$ cat config.mk
export PLATFORM = sky130hd
export DESIGN_NAME = lcd_ctrl
export DESIGN_NICKNAME = d
export VERILOG_FILES = /design/src/rtl/lcd_ctrl.sv
export SDC_FILE = /design/constraint.sdc
export NUM_CORES = 1
export LEC_CHECK = 0
export ABC_AREA = 1
export BUFFER_PORTS_ARGS = -buffer_cell sky130_fd_sc_hd__buf_4
export CORE_ASPECT_RATIO = 0.5
export CORE_MARGIN = 8
export CORE_UTILIZATION = 50
export DETAILED_ROUTE_END_ITERATION = 16
export GPL_TIMING_DRIVEN = 0
export PLACE_DENSITY_LB_ADDON = 0.05
export SLEW_MARGIN = 20
export SYNTH_ARGS = -nofsm -noshare
export SYNTH_HDL_FRONTEND = slang
export SYNTH_SLANG_ARGS = --single-unit
$ cat constraint.sdc
create_clock -name i_clk -period 3.4 [get_ports i_clk]
set_clock_uncertainty 0.05 [all_clocks]
set_input_delay 0.68 -clock i_clk [delete_from_list [all_inputs] [get_ports i_clk]]
set_output_delay 0.68 -clock i_clk [all_outputs]
set_load 0.02 [all_outputs]
$ cat src/rtl/lcd_ctrl.sv
// HD44780-compatible character LCD write controller.
// Runs the power-up wait and the init ROM, then sends one byte per handshake with setup/pulse/hold/exec timing.
module lcd_ctrl #(
    parameter int unsigned T_POWERUP   = 750000,
    parameter int unsigned T_SETUP     = 2,
    parameter int unsigned T_PULSE     = 12,
    parameter int unsigned T_HOLD      = 2,
    parameter int unsigned T_EXEC      = 1850,
    parameter int unsigned T_EXEC_LONG = 76000
) (
    input  logic       i_clk,
    input  logic       i_rst,
    input  logic       i_valid,
    input  logic       i_rs,
    input  logic [7:0] i_data,
    input  logic       i_on,
    output logic       o_ready,
    output logic       o_busy,
    output logic       o_init_done,
    output logic       o_lcd_on,
    output logic       o_lcd_en,
    output logic       o_lcd_rs,
    output logic       o_lcd_rw,
    output logic [7:0] o_lcd_data
);

    // A zero timing parameter still costs one cycle.
    localparam int unsigned PW_C   = (T_POWERUP   == 0) ? 1 : T_POWERUP;
    localparam int unsigned SU_C   = (T_SETUP     == 0) ? 1 : T_SETUP;
    localparam int unsigned PU_C   = (T_PULSE     == 0) ? 1 : T_PULSE;
    localparam int unsigned HO_C   = (T_HOLD      == 0) ? 1 : T_HOLD;
    localparam int unsigned EX_C   = (T_EXEC      == 0) ? 1 : T_EXEC;
    localparam int unsigned EL_C   = (T_EXEC_LONG == 0) ? 1 : T_EXEC_LONG;

    localparam int unsigned MAX_A  = (PW_C > SU_C) ? PW_C : SU_C;
    localparam int unsigned MAX_B  = (PU_C > HO_C) ? PU_C : HO_C;
    localparam int unsigned MAX_E  = (EX_C > EL_C) ? EX_C : EL_C;
    localparam int unsigned MAX_AB = (MAX_A > MAX_B) ? MAX_A : MAX_B;
    localparam int unsigned MAX_C  = (MAX_AB > MAX_E) ? MAX_AB : MAX_E;
    localparam int unsigned CW     = (MAX_C > 1) ? $clog2(MAX_C) : 1;

    typedef logic [CW-1:0] cnt_t;

    localparam cnt_t PW_END = cnt_t'(PW_C - 1);
    localparam cnt_t SU_END = cnt_t'(SU_C - 1);
    localparam cnt_t PU_END = cnt_t'(PU_C - 1);
    localparam cnt_t HO_END = cnt_t'(HO_C - 1);
    localparam cnt_t EX_END = cnt_t'(EX_C - 1);
    localparam cnt_t EL_END = cnt_t'(EL_C - 1);

    typedef enum logic [2:0] {
        PWRUP,
        INIT,
        SETUP,
        PULSE,
        HOLD,
        WAIT,
        IDLE
    } state_t;

    state_t     state_q, state_d;
    cnt_t       cnt_q, cnt_d;
    logic [2:0] idx_q, idx_d;
    logic       en_q, en_d;
    logic       rs_q, rs_d;
    logic [7:0] data_q, data_d;
    logic       ready_q, ready_d;
    logic       busy_q, busy_d;
    logic       done_q, done_d;
    logic       on_q;

    logic       longCmd;
    cnt_t       waitEnd;

    function automatic logic [7:0] initRom(input logic [2:0] idx);
        logic [7:0] b;
        case (idx)
            3'd0:    b = 8'h38;
            3'd1:    b = 8'h38;
            3'd2:    b = 8'h0C;
            3'd3:    b = 8'h01;
            default: b = 8'h06;
        endcase
        return b;
    endfunction

    // Clear and return-home need the long execution time.
    assign longCmd = !rs_q && (data_q[7:2] == 6'd0) && (data_q[1:0] != 2'd0);
    assign waitEnd = longCmd ? EL_END : EX_END;

    always_comb begin
        state_d = state_q;
        cnt_d   = cnt_q + cnt_t'(1);
        idx_d   = idx_q;
        en_d    = en_q;
        rs_d    = rs_q;
        data_d  = data_q;
        ready_d = ready_q;
        busy_d  = busy_q;
        done_d  = done_q;

        unique case (state_q)
            PWRUP: begin
                if (cnt_q >= PW_END) begin
                    state_d = INIT;
                    cnt_d   = '0;
                    idx_d   = 3'd0;
                    rs_d    = 1'b0;
                    data_d  = initRom(3'd0);
                end
            end
            // The ROM byte is loaded on entry, so this cycle is the first setup cycle.
            INIT: begin
                state_d = SETUP;
                cnt_d   = cnt_t'(1);
            end
            SETUP: begin
                if (cnt_q >= SU_END) begin
                    state_d = PULSE;
                    cnt_d   = '0;
                    en_d    = 1'b1;
                end
            end
            PULSE: begin
                if (cnt_q >= PU_END) begin
                    state_d = HOLD;
                    cnt_d   = '0;
                    en_d    = 1'b0;
                end
            end
            HOLD: begin
                if (cnt_q >= HO_END) begin
                    state_d = WAIT;
                    cnt_d   = '0;
                end
            end
            WAIT: begin
                if (cnt_q >= waitEnd) begin
                    cnt_d = '0;
                    if (!done_q && (idx_q < 3'd4)) begin
                        state_d = INIT;
                        idx_d   = idx_q + 3'd1;
                        rs_d    = 1'b0;
                        data_d  = initRom(idx_q + 3'd1);
                    end else begin
                        state_d = IDLE;
                        ready_d = 1'b1;
                        busy_d  = 1'b0;
                        done_d  = 1'b1;
                    end
                end
            end
            IDLE: begin
                cnt_d = '0;
                if (i_valid) begin
                    state_d = SETUP;
                    rs_d    = i_rs;
                    data_d  = i_data;
                    ready_d = 1'b0;
                    busy_d  = 1'b1;
                end
            end
            default: begin
                state_d = PWRUP;
                cnt_d   = '0;
            end
        endcase
    end

    // Reset abandons any transfer and restarts the power-up wait.
    always_ff @(posedge i_clk) begin
        if (i_rst) begin
            state_q <= PWRUP;
            cnt_q   <= '0;
            idx_q   <= 3'd0;
            en_q    <= 1'b0;
            rs_q    <= 1'b0;
            data_q  <= 8'h00;
            ready_q <= 1'b0;
            busy_q  <= 1'b1;
            done_q  <= 1'b0;
            on_q    <= 1'b0;
        end else begin
            state_q <= state_d;
            cnt_q   <= cnt_d;
            idx_q   <= idx_d;
            en_q    <= en_d;
            rs_q    <= rs_d;
            data_q  <= data_d;
            ready_q <= ready_d;
            busy_q  <= busy_d;
            done_q  <= done_d;
            on_q    <= i_on;
        end
    end

    assign o_ready     = ready_q;
    assign o_busy      = busy_q;
    assign o_init_done = done_q;
    assign o_lcd_on    = on_q;
    assign o_lcd_en    = en_q;
    assign o_lcd_rs    = rs_q;
    assign o_lcd_rw    = 1'b0;
    assign o_lcd_data  = data_q;

endmodule
==> impl_metrics.csv <==
group,metric,value,unit
logic_synthesis,yosys.area.top_type,"dfxtp_1",
floorplan,dieHeight,68.5,um
clock_tree,cts_tree,"done",
critical_path,cp-end-kind,"flip-flop",
critical_path,crit_family,"buffers and inverters",
sta,setup-tns-final,0,ns
layout,area_growth_syn_to_layout,13.5,%
layout,fin_util,0.579,
critical_path,start_kind,"flip-flop",
logic_synthesis,synth_ff_type,"dfxtp_1",
clock_tree,cts_buffer_depth,2,
power,internal_power,1.15,mW
drt,avgViaCountPerCell,4.87,
logic_synthesis,synth-seq-cells,40,
logic_synthesis,ys_warn_count,0,
global_routing,grt_pass1_vias,2373,
logic_synthesis,post-synth-top-count-cell,"nand2_1",
critical_path,cp_num_buf_inv,6,
layout,fillerInstances,505,
global_routing,antenna_found_initial,0,
drt,ant_nets,0,
critical_path,critPathMaxFanout,10,
drt,wl_per_cell,11.5,um
placed_design,portBuffers,26,
critical_path,path_cells,"inv_1 -> a2111oi_0 -> nand2_1 -> buf_4 -> inv_1 -> ha_1 -> nand2_1 -> inv_1 -> a21oi_1 -> nand2_1 -> nand2_1 -> nand4_1 -> buf_4 -> nand2_1 -> nand2_1 -> buf_2 -> nor2_1",
critical_path,cp_data_arrival_time,3.09,ns
power,p_sw,954,uW
outcome,status,"completed",
global_routing,met3_usage,0.0412,
power,p_sw_frac,0.454,
sta,setup_violations,0,
sta,worst_pin_slew,0.531,ns
global_routing,grt-ovfl-total,0,
clock_tree,cts_max_level,2,
placed_design,placed_cell_area,3040,um^2
sta,hold_viol,0,
critical_path,crit_required,3.58,ns
sta,drv_slew,0,
power,p_seq_frac,0.311,
clock_tree,clkLatencyLatePin,0.29,ns
global_routing,grt_pass1_wl,10.6,mm
floorplan,die-area,8280,um^2
logic_synthesis,synth_commonest_cells,"nand2_1, nor2_1, inv_1, dfxtp_1, nand3_1",
critical_path,crit_type,"reg -> reg",
power,irDropWorstVdd,0.408,mV
global_routing,busiest_layer,"met2",
placed_design,routabilityCongestion,0.869,
critical_path,crit_path_frequent_cell,"nand2_1",
drt,drc,0,
clock_tree,hold_buffers,0,
global_routing,grt_usage,0.156,
logic_synthesis,synthTopCellsByArea,"dfxtp_1, nand2_1, nor2_1, inv_1, ha_1",
logic_synthesis,synthCells,426,
layout,final_layout_size_suffix_gt1_frac,0.141,
logic_synthesis,synth_cell_types,40,
floorplan,row_count,19,
clock_tree,cts_buffers,5,
global_routing,grt_use_met2,0.260,
floorplan,top_level_ports,28,
sta,max_freq,0.344,GHz
worst_hold_path,holdCritPathClass,"reg -> reg",
logic_synthesis,syn_nets,458,
logic_synthesis,async_flop_share,0,
sta,min_period,2.91,ns
logic_synthesis,ys_seq_area_frac,0.291,
sta,fin_crit_sh,0.856,
floorplan,die_w,121,um
clock_tree,root_buffer,"clkbuf_8",
job,cap_violations,0,
logic_synthesis,synth-edff-count,0,
drt,route.vias.total,2595,
layout,diodes,0,
sta,relSlewSlack,0.643,
power,combPwrFrac,0.545,
drt,first_pass_iters,4,
global_routing,grt_max_degree,12,
layout,final_area,3120,um^2
global_routing,met1_usage,0.201,
layout,fin_nets,492,
floorplan,core-area,5400,um^2
placed_design,hpwl,4.86,mm
sta,rsz0062_at_grt,"false",
power,powerDensity,672,nW/um^2
logic_synthesis,syn_area_per_cell,6.46,um^2
logic_synthesis,synth_area,2750,um^2
clock_tree,clkSinkCount,40,
power,total_leakage_power,1.60,nW
floorplan,initial_core_util,0.510,
critical_path,slowest_delay,0.48,ns
clock_tree,clkTransAtPathRegs,0.08,ns
critical_path,slowest_stage,"a2111oi_0",
drt,drt_iter0_markers,146,
power,clkPwrFrac,0.144,
logic_synthesis,synth_top_area_share,0.291,
drt,postRouteWirelength,6.13,mm
## metrics by stage
stage	hold slack [ns]	cells	power, mW	worst slack (ns)
after floorplan	0.443	426	1.51	0.769
after global placement	0.414	525	1.77	0.286
after detailed placement	0.428	525	1.80	0.249
after CTS	0.446	532	2.11	0.222
after global routing	0.471	533	2.31	0.128
final	0.438	533	2.10	0.489
## registers in the layout (all words and copies together) (netlist names)
name,count
o_lcd_data,8
state_q,3
idx_q,3
o_busy,1
o_ready,1
o_lcd_en,1
cnt_q,20
o_lcd_rs,1
o_lcd_on,1
o_init_done,1
## tightest hold or removal path, cell delays in order, from the launching register on
cell and delay, ns:
dfxtp_1 0.33, nand2_1 0.05, nand3_1 0.07
## path summary, 6_finish.rpt
check,endpoint,depth (start not counted),slack [ns],startpoint
worst max register to register,cnt_q[7]$_SDFF_PP0_,17,0.49,o_lcd_data[1]$_SDFFE_PP0P_
worst min-delay path,o_busy$_SDFFE_PP1P_,2,0.44,o_busy$_SDFFE_PP1P_
worst min register to register,o_busy$_SDFFE_PP1P_,2,0.44,o_busy$_SDFFE_PP1P_
worst max-delay path,cnt_q[7]$_SDFF_PP0_,17,0.49,o_lcd_data[1]$_SDFFE_PP0P_
## cells in the final DEF (no fill, tap or decap), types with 3 or more instances in the layout
master,count
a21oi_1,15
buf_4,32
clkbuf_8,5
dfxtp_1,40
ha_1,19
inv_1,69
nand2_1,96
nand2_2,7
nand3_1,20
nand4_1,15
nor2_1,81
nor3_1,10
nor3_2,4
nor4_1,3
o21ai_0,3
xor2_1,8
## area by class of cell
| type | count | area (um^2) | share of cell area |
|---|---|---|---|
| Multi-Input combinational cell | 304 | 1600 | 0.512 |
| Sequential cell | 40 | 801 | 0.256 |
| Inverter | 71 | 272 | 0.0869 |
| Timing Repair Buffer | 27 | 203 | 0.0649 |
| Tap cell | 73 | 91.3 | 0.0292 |
| Buffer | 11 | 78.8 | 0.0252 |
| Clock buffer | 6 | 72.6 | 0.0232 |
| Clock inverter | 1 | 5.00 | 0.00160 |
## timing repair
action | 4_1_cts | 5_1_grt
endpoints found under the hold margin | 0 | 0
setup endpoints to repair | 0 | 24
setup buffers | 0 | 1
gates resized for setup | 0 | 0
## per-layer routing
metal	vias up	routed length, um
li1	1399	-
met1	1159	3160
met2	32	2660
met3	5	278
met4	0	30
met5	-	0
## cell families after synthesis
logic type,after synthesis,synth area share
and+or+nand+nor,245,0.399
buffers and inverters,82,0.127
DFF,40,0.291
AOI/OAI and AO/OA,29,0.0628
adders and majority gates,19,0.0864
xor gates and xnor gates,10,0.0318
other,1,0.00136
## power groups by stage
stage,Combinational [mW],Sequential (mW),Clock (mW)
after detailed placement,1.14,0.664,0
final,1.14,0.652,0.303
after global routing,1.32,0.666,0.330
after CTS,1.14,0.653,0.312
after floorplan,0.788,0.721,0
after global placement,1.11,0.658,0
No activity file was read; power rests on OpenSTA's default activity.
